## config.mk

```make
export PLATFORM = sky130hd
export DESIGN_NAME = bio_gpio_apb
export DESIGN_NICKNAME = d
export VERILOG_FILES = /design/src/rtl/bio_gpio_pkg.sv /design/src/rtl/bio_gpio_inpipe.sv /design/src/rtl/bio_gpio_apb.sv
export SDC_FILE = /design/constraint.sdc
export NUM_CORES = 1
export LEC_CHECK = 0
export BUFFER_PORTS_ARGS = -buffer_cell sky130_fd_sc_hd__buf_4
export CORE_MARGIN = 10
export CORE_UTILIZATION = 40
export DETAILED_ROUTE_END_ITERATION = 7
export MAX_ROUTING_LAYER = met4
export PLACE_DENSITY_LB_ADDON = 0.1
export SYNTH_ARGS = -nofsm -noshare
export SYNTH_HDL_FRONTEND = slang
export SYNTH_SLANG_ARGS = --single-unit
```

## constraint.sdc

```tcl
create_clock -name pclk -period 4.1 [get_ports pclk]
set_clock_uncertainty 0.2 [all_clocks]
set_input_delay 1.23 -clock pclk [delete_from_list [all_inputs] [get_ports pclk]]
set_output_delay 1.23 -clock pclk [all_outputs]
set_load 0.01 [all_outputs]
```

## src/rtl/bio_gpio_pkg.sv

```systemverilog
// bio_gpio_pkg -- shared definitions for the APB GPIO block.
//   Register byte offsets, the word-index enum used by the address decoder,
//   the architectural pin limit and a byte-strobe expansion helper.
//   Optional feature macro: BIO_GPIO_DEBOUNCE_EN (adds the DEBOUNCE register).
package bio_gpio_pkg;

    localparam int MAX_NGPIO = 32;

    localparam logic [7:0] OFF_OUT      = 8'h00;
    localparam logic [7:0] OFF_DIR      = 8'h04;
    localparam logic [7:0] OFF_IN       = 8'h08;
    localparam logic [7:0] OFF_SET      = 8'h0C;
    localparam logic [7:0] OFF_CLR      = 8'h10;
    localparam logic [7:0] OFF_RISE_EN  = 8'h14;
    localparam logic [7:0] OFF_FALL_EN  = 8'h18;
    localparam logic [7:0] OFF_PENDING  = 8'h1C;
    localparam logic [7:0] OFF_MASK0    = 8'h20;
    localparam logic [7:0] OFF_DEBOUNCE = 8'h40;

    // Word index = byte offset >> 2; only the low 5 bits are decoded, the
    // rest of the index must be zero.
    typedef enum logic [4:0] {
        W_OUT   = 5'd0,  W_DIR   = 5'd1,  W_IN    = 5'd2,  W_SET   = 5'd3,
        W_CLR   = 5'd4,  W_RISE  = 5'd5,  W_FALL  = 5'd6,  W_PEND  = 5'd7,
        W_MASK0 = 5'd8,  W_MASK1 = 5'd9,  W_MASK2 = 5'd10, W_MASK3 = 5'd11,
        W_MASK4 = 5'd12, W_MASK5 = 5'd13, W_MASK6 = 5'd14, W_MASK7 = 5'd15,
        W_DEB   = 5'd16
    } widx_e;

    // Expand the 4-bit APB strobe into a 32-bit bit mask.
    function automatic logic [31:0] byte_mask(input logic [3:0] strb);
        logic [31:0] m;
        for (int i = 0; i < 4; i++) m[8*i +: 8] = {8{strb[i]}};
        return m;
    endfunction

endpackage

```

## src/rtl/bio_gpio_inpipe.sv

```systemverilog
// bio_gpio_inpipe -- per-pin input path: synchroniser, optional debounce
// filter (BIO_GPIO_DEBOUNCE_EN) and edge detector.
//   pclk, resetn       : clock, async active-low reset
//   pin                : raw asynchronous pad input
//   rise_en, fall_en   : edge enables for this pin
//   deb                : debounce window (only with BIO_GPIO_DEBOUNCE_EN)
//   lvl                : clean level (feeds the IN register)
//   hit                : enabled edge seen this cycle (sets PENDING next edge)
module bio_gpio_inpipe #(
    parameter int SYNC_STAGES = 2
) (
    input  logic       pclk,
    input  logic       resetn,
    input  logic       pin,
    input  logic       rise_en,
    input  logic       fall_en,
`ifdef BIO_GPIO_DEBOUNCE_EN
    input  logic [7:0] deb,
`endif
    output logic       lvl,
    output logic       hit
);

    logic [SYNC_STAGES-1:0] sync;
    logic                   cur;
    logic                   prev;

    always_ff @(posedge pclk or negedge resetn) begin
        if (!resetn) begin
            sync <= '0;
            prev <= 1'b0;
        end else begin
            sync <= {sync[SYNC_STAGES-2:0], pin};
            prev <= cur;
        end
    end

`ifdef BIO_GPIO_DEBOUNCE_EN
    // Output follows the synchronised input only after it has disagreed for
    // deb+1 consecutive cycles; any agreement restarts the count.
    logic       filt;
    logic [7:0] cnt;

    always_ff @(posedge pclk or negedge resetn) begin
        if (!resetn) begin
            filt <= 1'b0;
            cnt  <= '0;
        end else if (sync[SYNC_STAGES-1] == filt) begin
            cnt <= '0;
        end else if (cnt == deb) begin
            filt <= sync[SYNC_STAGES-1];
            cnt  <= '0;
        end else begin
            cnt <= cnt + 8'd1;
        end
    end

    assign cur = filt;
`else
    assign cur = sync[SYNC_STAGES-1];
`endif

    assign lvl = cur;
    // Only transitions count; an enable raised over a steady level is silent.
    assign hit = (rise_en & cur & ~prev) | (fall_en & ~cur & prev);

endmodule

```

## src/rtl/bio_gpio_apb.sv

```systemverilog
// bio_gpio_apb -- APB3/4 GPIO controller with edge-triggered, maskable
// level interrupts. Optional BIO_GPIO_DEBOUNCE_EN adds a per-pin glitch
// filter and the DEBOUNCE register at 0x40 (unmapped otherwise).
//   pclk, resetn                 : clock, async active-low reset
//   PSEL..PWDATA, PPROT          : APB request (PPROT ignored)
//   PRDATA, PREADY, PSLVERR      : APB response (zero wait states)
//   gpio_in                      : asynchronous pad inputs
//   gpio_out, gpio_dir           : pad output values / output enables
//   irq                          : registered level interrupts
module bio_gpio_apb #(
    parameter int AW          = 13,
    parameter int NGPIO       = 32,
    parameter int NIRQ        = 4,
    parameter int SYNC_STAGES = 2
) (
    input  logic             pclk,
    input  logic             resetn,
    input  logic             PSEL,
    input  logic             PENABLE,
    input  logic             PWRITE,
    input  logic [AW-1:0]    PADDR,
    input  logic [3:0]       PSTRB,
    input  logic [2:0]       PPROT,
    input  logic [31:0]      PWDATA,
    output logic [31:0]      PRDATA,
    output logic             PREADY,
    output logic             PSLVERR,
    input  logic [NGPIO-1:0] gpio_in,
    output logic [NGPIO-1:0] gpio_out,
    output logic [NGPIO-1:0] gpio_dir,
    output logic [NIRQ-1:0]  irq
);
    import bio_gpio_pkg::*;

    localparam int WIW = AW - 2;

    logic [NGPIO-1:0] out_r, dir_r, rise_r, fall_r, pend_r;
    logic [NGPIO-1:0] mask_r [NIRQ];
    logic [NIRQ-1:0]  irq_r;
    logic [NGPIO-1:0] lvl, hit, wval, bm_n, w1c;
`ifdef BIO_GPIO_DEBOUNCE_EN
    logic [7:0]       deb_r;
`endif

    logic [WIW-1:0] widx;
    widx_e          wsel;
    logic [2:0]     mk;
    logic           in_range, mask_hit, mapped, err, acc, wr;
    logic [31:0]    rd, bmask;
    logic           unused_ok;

    assign unused_ok = ^{PPROT, PADDR[1:0]};

    assign widx     = PADDR[AW-1:2];
    assign in_range = (widx >> 5) == '0;
    assign wsel     = widx_e'(widx[4:0]);
    assign mk       = widx[2:0];
    assign mask_hit = in_range && (widx[4:3] == 2'b01) && (int'(mk) < NIRQ);

    assign acc   = PSEL & PENABLE;
    assign bmask = byte_mask(PSTRB);
    assign wval  = NGPIO'(PWDATA & bmask);
    assign bm_n  = ~NGPIO'(bmask);

    always_comb begin
        mapped = in_range;
        rd     = '0;
        case (wsel)
            W_OUT:        rd = 32'(out_r);
            W_DIR:        rd = 32'(dir_r);
            W_IN:         rd = 32'(lvl);
            W_SET, W_CLR: rd = '0;
            W_RISE:       rd = 32'(rise_r);
            W_FALL:       rd = 32'(fall_r);
            W_PEND:       rd = 32'(pend_r);
`ifdef BIO_GPIO_DEBOUNCE_EN
            W_DEB:        rd = {24'd0, deb_r};
`endif
            default: begin
                mapped = mask_hit;
                for (int k = 0; k < NIRQ; k++)
                    if (mask_hit && int'(mk) == k) rd = 32'(mask_r[k]);
            end
        endcase
    end

    // Errored accesses neither return data nor touch state.
    assign err     = ~mapped | (PWRITE & (wsel == W_IN));
    assign wr      = acc & PWRITE & ~err;
    assign PREADY  = 1'b1;
    assign PSLVERR = acc & err;
    assign PRDATA  = (acc && !err) ? rd : '0;

    assign w1c = (wr && wsel == W_PEND) ? wval : '0;

    always_ff @(posedge pclk or negedge resetn) begin
        if (!resetn) begin
            out_r  <= '0;
            dir_r  <= '0;
            rise_r <= '0;
            fall_r <= '0;
            pend_r <= '0;
            irq_r  <= '0;
            for (int k = 0; k < NIRQ; k++) mask_r[k] <= '0;
`ifdef BIO_GPIO_DEBOUNCE_EN
            deb_r  <= '0;
`endif
        end else begin
            // Edge set wins over a same-cycle W1C.
            pend_r <= (pend_r & ~w1c) | hit;
            for (int k = 0; k < NIRQ; k++) irq_r[k] <= |(pend_r & mask_r[k]);
            if (wr) begin
                case (wsel)
                    W_OUT:  out_r  <= (out_r  & bm_n) | wval;
                    W_DIR:  dir_r  <= (dir_r  & bm_n) | wval;
                    W_SET:  out_r  <= out_r | wval;
                    W_CLR:  out_r  <= out_r & ~wval;
                    W_RISE: rise_r <= (rise_r & bm_n) | wval;
                    W_FALL: fall_r <= (fall_r & bm_n) | wval;
`ifdef BIO_GPIO_DEBOUNCE_EN
                    W_DEB:  deb_r  <= (deb_r & ~bmask[7:0]) | (PWDATA[7:0] & bmask[7:0]);
`endif
                    default: begin
                        for (int k = 0; k < NIRQ; k++)
                            if (mask_hit && int'(mk) == k)
                                mask_r[k] <= (mask_r[k] & bm_n) | wval;
                    end
                endcase
            end
        end
    end

    for (genvar i = 0; i < NGPIO; i++) begin : g_pin
        bio_gpio_inpipe #(.SYNC_STAGES(SYNC_STAGES)) u_pin (
            .pclk    (pclk),
            .resetn  (resetn),
            .pin     (gpio_in[i]),
            .rise_en (rise_r[i]),
            .fall_en (fall_r[i]),
`ifdef BIO_GPIO_DEBOUNCE_EN
            .deb     (deb_r),
`endif
            .lvl     (lvl[i]),
            .hit     (hit[i])
        );
    end

    assign gpio_out = out_r;
    assign gpio_dir = dir_r;
    assign irq      = irq_r;

endmodule

```

==> summary.txt <==
Run status
  • Status: finished with violations
  • Violated checks: setup timing

STA
  • Slew Limit Headroom: 28.1%
  • Final Slew Violations: 0
  • Min Tclk post-route: 4.29 ns
  • Measured slew at the worst slew-check pin: 1.07 ns
  • RSZ-0062 raised after global routing: yes
  • Final Hold Fails: 0
  • Worst Setup Slack, final: -0.194 ns
  • Final period util: 105%
  • F_max: 233 MHz
  • Setup TNS: -3.67 ns
  • # setup viols final: 30

Synthesis
  • Mapped Area: 18000 um2
  • Ys Warns: 0
  • Top FF cell, synth: dfrtp_1
  • Syn Nets: 1592
  • Mean Syn Cell Area: 12.0 um2
  • Post-Syn Instances: 1503
  • Sequential fraction of the synthesis area: 54.0%
  • Cell variety after synth: 52
  • Post-synth EDFFs: 0
  • Post-synthesis async set-or-reset flop share: 100%
  • Yosys reg bits: 388

Routing
  • Vias per cell: 5.85
  • DR pass1 iterations: 5
  • Drc violations: 0
  • Initial drt markers: 1208
  • DRT Wirelength: 72200 um
  • Post-DR wirelength/cell: 29.4 um
  • Via count: 14391
  • Routed Antenna Nets: 0

Critical path
  • Setup Crit Path Kind: in -> out
  • WP data required: 2.67 ns
  • Critical path peak fanout: 5
  • Critical path arrival: 2.86 ns
  • CP Launch Type: primary input
  • Nature of the critical path endpoint: primary output

Place
  • Post-DP HPWL: 52100 um
  • PortBufs: 184
  • Placed insts: 2349
  • Pre-CTS setup slack: -0.437 ns
  • RePlAce Congestion: 0.984

Cells and area
  • Area Overhead vs Synth: 36.2%
  • Share of cells above drive strength 1: 44.9%
  • Finished Core Util: 55.3%
  • Layout Nets: 1923
  • Finished Layout Cells: 2460

Power and ir drop
  • Switching Fraction: 23.8%
  • Design Power: 0.00854 W
  • Pleak: 11.7 nW
  • Sequential group share of total power: 45.9%
  • Peak VDD IR: 347 uV
  • Clock share of power: 46.5%
  • Gate power share: 7.6%
  • Pwr/cell area: 349 nW/um2
  • Net switching power: 0.00203 W
  • Internal power: 0.00651 W

Die
  • Die Area: 53800 um2
  • Die W: 232 um
  • # IOs: 191
  • Initial Util: 40.6%
  • Core area: 44300 um2
  • Die Y: 232 um
  • Num rows: 77

Clock tree
  • CTS Sinks: 388
  • Clock Latency Late Sink: 0.58 ns
  • Clock Tree Buf Depth: 3
  • H-tree levels: 2
  • Clock transition at path regs: 0.06 ns
  • CTS root buf: clkbuf_16
  • CTS tree: built
  • Cts bufs inserted: 45

GRT
  • First-pass GRT wire length: 106000 um
  • Pin count of the biggest net entering global routing: 73
  • Gr usage total: 27.5%
  • Grt total ovfl: 0
  • Initial antenna violation count: 1
  • Vias in the first global route: 14887

Worst hold path
  • Hold Crit Class: reg -> reg

Job
  • MaxCap Viol Count: 0
==> layer usage <==
layer  part of all wire [%]  wire, um  vias to the layer above  GRT usage (%)
li1                       -         -                     6266              -
met4                    2.6      1890                        0           7.68
met5                      0         0                        -              -
met3                    5.4      3860                       95           3.79
met1                     45     32700                     7553           37.5
met2                     47     33800                      477           42.5
==> power by group through the flow <==
| stage | logic, W | clock network [W] | registers, W |
|---|---|---|---|
| 5_1_grt | 0.000685 | 0.00421 | 0.00393 |
| 3_3_place_gp | 0.000537 | 0 | 0.00399 |
| 3_5_place_dp | 0.000542 | 0 | 0.00399 |
| 4_1_cts | 0.000634 | 0.00404 | 0.00392 |
| 6_report | 0.000646 | 0.00397 | 0.00392 |
| 2_1_floorplan | 0.000193 | 0 | 0.00398 |
==> metrics by stage <==
stage / hold WS (ns) / cell area (um2)
2_1_floorplan: 0.131 / 18100
3_3_place_gp: 0.132 / 21500
3_5_place_dp: 0.135 / 21500
4_1_cts: 0.143 / 24400
5_1_grt: 0.151 / 24500
6_report: 0.142 / 24500
==> synthesized netlist by cell type (3+ instances only) <==
cell,instances,share of area [%]
inv_1,16,0.33
a221oi_1,28,1.4
nor2_4,8,0.50
o22ai_1,36,1.3
nor2_1,57,1.2
or4_1,4,0.17
a21o_1,32,1.3
clkbuf_1,35,0.73
nor3b_1,3,0.13
o221ai_1,15,0.73
nand2_1,126,2.6
o21ai_2,4,0.19
a22o_1,10,0.49
nand4_1,21,0.73
buf_2,35,0.97
a21bo_2,32,1.8
nor3_1,24,0.67
mux2_2,203,13
and2_1,4,0.14
buf_1,36,0.75
o21ai_0,76,2.1
a22oi_1,72,3.0
and3_1,18,0.63
mux2i_1,82,4.6
a222oi_1,5,0.28
nor2_8,4,0.45
a21oi_1,32,0.89
dfrtp_1,388,54
a2111oi_0,3,0.15
nand3b_1,11,0.46
a32o_1,15,0.83
a211oi_1,11,0.46
mux2_4,24,2.0
nand3_1,7,0.19
==> logic make-up (layout without fill, tap and decap cells) <==
logic type / count (synthesis) / after routing / share of synthesized area [%]
flip-flops: 388 / 388 / 54.0
multiplexers: 309 / 309 / 19.3
AO/OA/AOI/OAI: 376 / 376 / 15.1
buffers and inverters: 125 / 489 / 2.96
AND/OR/NAND/NOR: 304 / 304 / 8.67
other: 1 / 2 / 0.0208
==> final timing paths <==
path                                          from                          to  slack (ns)  depth (start not counted)
setup / recovery                          PADDR[8]                  PRDATA[24]       -0.19                          9
hold / removal             g_pin[25].u_pin.sync[0]     g_pin[25].u_pin.sync[1]        0.14                          0
setup reg to reg                        pend_r[19]                      irq[2]        1.81                          3
hold reg to reg            g_pin[25].u_pin.sync[0]     g_pin[25].u_pin.sync[1]        0.14                          0
max in group asynchronous                   resetn  asynchronous set/reset pin        2.40                          2
min in group asynchronous                   resetn     g_pin[30].u_pin.sync[0]        0.43                          1
==> layout make-up <==
cell class / instances / area, um2
clock inverter: 11 / 109
antenna: 1 / 2.50
fill: 3891 / 19800
timing repair buffer: 393 / 3970
tap: 592 / 741
inverter: 16 / 60.1
sequential: 388 / 9710
clock buffer: 69 / 1340
multi-input combinational: 990 / 8570
==> layout by cell type, fill, tap and decap left out, types with 15 or more instances in the layout <==
master and n:
dfrtp_1 388, buf_4 277, mux2_2 203, nand2_1 124, mux2i_1 82, o21ai_0 71
a22oi_1 71, buf_6 53, nor2_1 49, clkbuf_16 47, buf_12 42, o22ai_1 36
a21o_1 32, a21bo_2 32, mux2_4 24, nand4_1 21, nor3_4 20, a221oi_2 19
a21oi_1 18, and3_1 17, inv_1 16, o221ai_1 15
==> repair_timing <==
action	CTS	global route
cloned	10	0
endpoints found under the setup margin	32	32
pin swaps	49	16
gates resized for setup	198	34
buffers inserted	27	2
endpoints found under the hold margin	0	0
hold buffers	0	0
==> critical path, stage by stage <==
cell	delay (ns)
buf_8	0.10
nor4_4	0.31
and2_4	0.21
and3_4	0.20
nand3_4	0.09
buf_12	0.16
bufbuf_16	0.28
nor3_4	0.14
buf_6	0.13
(Power assumes the default switching activity.)
